[config.mk]
export PLATFORM = sky130hd
export DESIGN_NAME = serializador_16b
export DESIGN_NICKNAME = d
export VERILOG_FILES = /design/src/rtl/serializador_16b_pkg.sv /design/src/rtl/serializador_16b_shifter_piso.sv /design/src/rtl/serializador_16b.sv
export SDC_FILE = /design/constraint.sdc
export NUM_CORES = 1
export LEC_CHECK = 0
export CORE_MARGIN = 2
export CORE_UTILIZATION = 54
export CTS_BUF_LIST = sky130_fd_sc_hd__clkbuf_8 sky130_fd_sc_hd__clkbuf_16
export CTS_CLUSTER_DIAMETER = 100
export DETAILED_ROUTE_END_ITERATION = 8
export PLACE_DENSITY = 0.83
export SETUP_SLACK_MARGIN = 0.1
export SLEW_MARGIN = 20
export SYNTH_ARGS = -nofsm -noshare
export SYNTH_HDL_FRONTEND = slang
export SYNTH_HIERARCHICAL = 1
export SYNTH_SLANG_ARGS = --single-unit
[constraint.sdc]
create_clock -name clock -period 2.25 [get_ports clock]
set_input_delay 0.225 -clock clock [delete_from_list [all_inputs] [get_ports clock]]
set_output_delay 0.225 -clock clock [all_outputs]
set_load 0.01 [all_outputs]
[src/rtl/serializador_16b_pkg.sv]
// Shared definitions for the serializador_16b parallel-to-serial transmitter.
//   estado_t       : FSM state encoding (OCIOSO, ENVIANDO, PARIDADE, FIM)
//   LARGURA_PADRAO : default data word width
package serializador_16b_pkg;

  typedef enum logic [1:0] {
    OCIOSO   = 2'd0,
    ENVIANDO = 2'd1,
    PARIDADE = 2'd2,
    FIM      = 2'd3
  } estado_t;

  localparam int LARGURA_PADRAO = 16;

endpackage

[src/rtl/serializador_16b_shifter_piso.sv]
// Parallel-in / serial-out shift register, MSB first.
//   clock, reset : rising-edge clock, synchronous active-high reset
//   carga        : load dado into the register (has priority over desloca)
//   desloca      : shift left by one, 0 enters the LSB
//   dado         : parallel word to load
//   msb          : current MSB of the register (the serial bit)
module serializador_16b_shifter_piso
  import serializador_16b_pkg::*;
#(
  parameter int LARGURA = LARGURA_PADRAO
) (
  input  logic               clock,
  input  logic               reset,
  input  logic               carga,
  input  logic               desloca,
  input  logic [LARGURA-1:0] dado,
  output logic               msb
);

  logic [LARGURA-1:0] shreg_q, shreg_d;

  always_comb begin
    shreg_d = shreg_q;
    if (carga)
      shreg_d = dado;
    else if (desloca)
      shreg_d = {shreg_q[LARGURA-2:0], 1'b0};
  end

  always_ff @(posedge clock) begin
    if (reset) shreg_q <= '0;
    else       shreg_q <= shreg_d;
  end

  assign msb = shreg_q[LARGURA-1];

endmodule

[src/rtl/serializador_16b.sv]
// Parallel-to-serial transmitter. Accepts a LARGURA-bit word on a valid/ready
// handshake and shifts it out MSB first, one bit per clock, followed by a
// one-cycle fim pulse.
//   clock, reset : rising-edge clock, synchronous active-high reset
//   valor        : word to transmit, sampled only on accept
//   valido       : requester has a word on valor
//   pronto       : block can accept a word this cycle
//   serial       : serial data bit (0 outside a frame)
//   ativo        : high on every cycle serial carries a frame bit
//   fim          : one-cycle pulse on the cycle after the last frame bit
// Optional macro SERIALIZADOR_PARITY_EN appends an even-parity bit (XOR of
// the accepted word) as an extra frame bit after the data bits.
module serializador_16b
  import serializador_16b_pkg::*;
#(
  parameter int LARGURA = LARGURA_PADRAO
) (
  input  logic               clock,
  input  logic               reset,
  input  logic [LARGURA-1:0] valor,
  input  logic               valido,
  output logic               pronto,
  output logic               serial,
  output logic               ativo,
  output logic               fim
);

  localparam int CONT_W = $clog2(LARGURA + 1);

  estado_t           estado_q, estado_d;
  logic [CONT_W-1:0] cont_q, cont_d;
  logic              carga, desloca, msb;

`ifdef SERIALIZADOR_PARITY_EN
  // Parity is taken from valor at accept so valor may change afterwards.
  logic par_q, par_d;

  always_comb begin
    par_d = par_q;
    if (carga) par_d = ^valor;
  end

  always_ff @(posedge clock) begin
    if (reset) par_q <= 1'b0;
    else       par_q <= par_d;
  end
`endif

  serializador_16b_shifter_piso #(.LARGURA(LARGURA)) u_piso (
    .clock   (clock),
    .reset   (reset),
    .carga   (carga),
    .desloca (desloca),
    .dado    (valor),
    .msb     (msb)
  );

  // Outputs decode from state and the shift register only; valido/valor only
  // steer the next state, so there is no combinational path to any output.
  always_comb begin
    estado_d = estado_q;
    cont_d   = cont_q;
    carga    = 1'b0;
    desloca  = 1'b0;
    pronto   = 1'b0;
    ativo    = 1'b0;
    serial   = 1'b0;
    fim      = 1'b0;
    case (estado_q)
      OCIOSO: begin
        pronto = 1'b1;
        if (valido) begin
          carga    = 1'b1;
          cont_d   = CONT_W'(LARGURA - 1);
          estado_d = ENVIANDO;
        end
      end
      ENVIANDO: begin
        ativo   = 1'b1;
        serial  = msb;
        desloca = 1'b1;
        if (cont_q == '0) begin
`ifdef SERIALIZADOR_PARITY_EN
          estado_d = PARIDADE;
`else
          estado_d = FIM;
`endif
        end else begin
          cont_d = cont_q - CONT_W'(1);
        end
      end
`ifdef SERIALIZADOR_PARITY_EN
      PARIDADE: begin
        ativo    = 1'b1;
        serial   = par_q;
        estado_d = FIM;
      end
`endif
      FIM: begin
        fim      = 1'b1;
        estado_d = OCIOSO;
      end
      default: estado_d = OCIOSO;
    endcase
  end

  always_ff @(posedge clock) begin
    if (reset) begin
      estado_q <= OCIOSO;
      cont_q   <= '0;
    end else begin
      estado_q <= estado_d;
      cont_q   <= cont_d;
    end
  end

endmodule
==> results.md <==
- TritonCTS clock tree: yes
- Final Hold Viols: 0
- Layout Area Growth over Synthesis: 23.8%
- Clock Path Buffers: 2
- H-tree levels: 1
- Clk Latency, worst-skew pair: 0.26 ns
- Setup slack, reg-to-reg: 0.59 ns
- Leak pwr: between 0.5 and 0.6 nW
- Initial antenna violation count: 0
- I/O pin count: 23
- Critical Path Sink: serial
- Synth area leader: dfxtp_1
- FF-to-FF Start: cont_q[0]
- Starting DRC count in detailed routing: 17
- WP data required: 2.03 ns
- Syn_area_per_cell: 9.94 um2
- Final min period: 1.93 ns
- Commonest cells post-synth: dfxtp_1, mux2i_1, nor2b_1, a211oi_1, inv_1
- Final Net Count: 160
- Cell area power density: around 660 nW/um2
- Height of the die: 50.2 um
- Post-Syn Area: 1150 um2
- First-pass GRT wire length: between 3000 and 4000 um
- Share of cell area taken by muxes after synthesis: between 10% and 20%
- Residual DRC: 0
- Vias per cell: between 5 and 6
- Largest family of logic cells by synthesized area: compound AO/OA/AOI/OAI gates
- Routed length per instance: roughly 13 um
- Synth Area in Compound Gates: 20.4%
- Vias in the first global route: 793
- Most frequent cell after synthesis: dfxtp_1
- DP HPWL: 1540 um
- Register clock-pin slew on the reported worst setup and hold paths: about 0.08 ns
- DRT antenna net count: 0
- Non-filler cells, final: 166
- Crit start category: flip-flop
- Synth unique cells: 29
- Cells after Synth: 116
- Synth Area in Adders: 1.08%
- Final TNS setup: 0 ns
- Register area share after synthesis: 39.9%
- Num CTS Buffers: 3
- CORE AREA: 1980 um2
- CTS-repair resized insts: 0
- Clock Root Buffer: clkbuf_8
- Top-area cell type share of the netlist area: 39.9%
- Die Wd: 50.2 um
- CP arrival: ~1.7 ns
- Status: completed
- Max rail drop VDD: 0.439 mV
- Worst-Margin Slew: 0.507 ns
- Post-CTS setup buffer count: 0
- GRT Util Overall: 18.4%
- Post-Synth XOR/XNOR Area: 0%
- FF-to-FF End: cont_q[4]
- Initial Util: approximately three fifths
- Total congestion overflow: 0
- Final GP Congestion: 0.881
- Max_cap viols: 0
- CP Launch Point: estado_q[0]
- Yosys warnings: 6
- HP Class: reg -> reg
- Setup Skew: 0.00405 ns
- Post-synth EDFFs: 0
- Final setup vio count: 0
- RSZ-0062 raised after global routing: no
- Fraction of layout cells with a size suffix above 1: 11.5%
- Synth Register Bits: 23
- Largest net degree at the start of global routing: 20
- WS Path Type: reg -> out
- Min-Delay Path Depth: 1
- DR pass1 iterations: 4
- Placed Cells: 162
- Number of diodes: 0
- HP Start: cont_q[4]
- Pins Over Slew Limit: 0
- Simple-Gate Fraction of Synth Area: between 15 and 20%
- Buffers added on ports: 22
- CP Max Fanout: 9
- Site Rows: 16
- Synth top area cells: dfxtp_1, mux2i_1, nor2b_1
- Clk sinks: 23
- Async S/R FF share, synth: 0%
- Hold Buf Count CTS: 0
- Max Fclk: 519 MHz
- Worst Setup End Kind: output port
- Synthesized net count: 136
- DR vias: 890
- Cells on worst reg2reg path: 5
- Final wirelength: 2100 um
- Final Cycle Share: 85.7%
- Die ar.: 2520 um2
- Rel. slew slack: about two thirds
- Post-synth top flop: dfxtp_1
==> registers in the layout, summed over array words and instances, names as in the netlist <==
name and count:
u_piso/shreg_q 16, cont_q 5, estado_q 2
==> worst min-delay path by stage <==
stage / endpoint / slack [ns]
floorplan: cont_q[1] / 0.29
global placement: cont_q[4] / 0.48
detailed placement: cont_q[4] / 0.48
CTS: cont_q[4] / 0.49
global route: cont_q[4] / 0.51
finish: cont_q[4] / 0.49
==> layout by cell type (no fill, tap or decap), drive strengths merged <==
cell type	netlist	routed
nor2	2	2
clkdlybuf4s50	0	22
clkbuf	2	3
inv	9	9
a21oi	2	2
buf	5	4
dfxtp	23	23
mux2	1	1
clkinv	0	1
and2	3	3
nor4b	1	1
and3	1	1
o21ba	1	1
a31o	1	1
or3b	2	2
nor3	3	3
nand2	2	2
ha	1	1
nor2b	15	15
mux2i	15	15
o221ai	1	1
a211oi	16	16
a311oi	2	2
o21ai	4	4
o211a	2	2
nand2b	2	2
==> through the flow <==
stage	utilization [%]	worst slack, ns	hold WS (ns)	power [W]	cell area [um2]
floorplan	-	0.722	0.290	0.000638	1150
global placement	69.7	0.592	0.480	0.000699	1380
detailed placement	69.7	0.495	0.478	0.000705	1380
CTS	72.0	0.315	0.489	0.000960	1430
global route	72.0	0.161	0.512	0.00101	1430
finish	72.0	0.322	0.489	0.000949	1430
==> where the power goes <==
part           total, W  internal [W]  switching, W
clock network  0.000252      0.000123      0.000129
registers      0.000476      0.000448     0.0000282
logic          0.000221      0.000121      0.000100
==> layout make-up <==
type                    instances  area [um2]
fillers                       140         554
flip-flops and latches         23         460
clock buffers                   3        41.3
multi-input cells              77         603
inverters                       9        33.8
well taps                      27        33.8
clock inverters                 1        5.00
repair buffers                 26         250
==> routing by layer <==
metal	routed length (um)	up-vias	share of wire, %	global-route usage (%)
met5	0	-	0	0
met4	27	0	1.3	8.33
met3	67	4	3.2	2.68
met2	955	16	46	27.0
met1	1050	404	50	26.5
li1	-	466	-	-
==> critical path, cell delays in order (launching register included) <==
cell and delay (ns):
dfxtp_1 0.50, nand2b_1 0.18, inv_1 0.11, and2_1 0.12, clkdlybuf4s50_1 0.52
==> kinds of logic after synthesis <==
group                      count (synthesis)
and+or+nand+nor                           31
buffers and inverters                     16
adders and majority gates                  1
AOI/OAI and AO/OA                         29
DFF                                       23
muxes                                     16
Power figures use the tool's default switching activity.
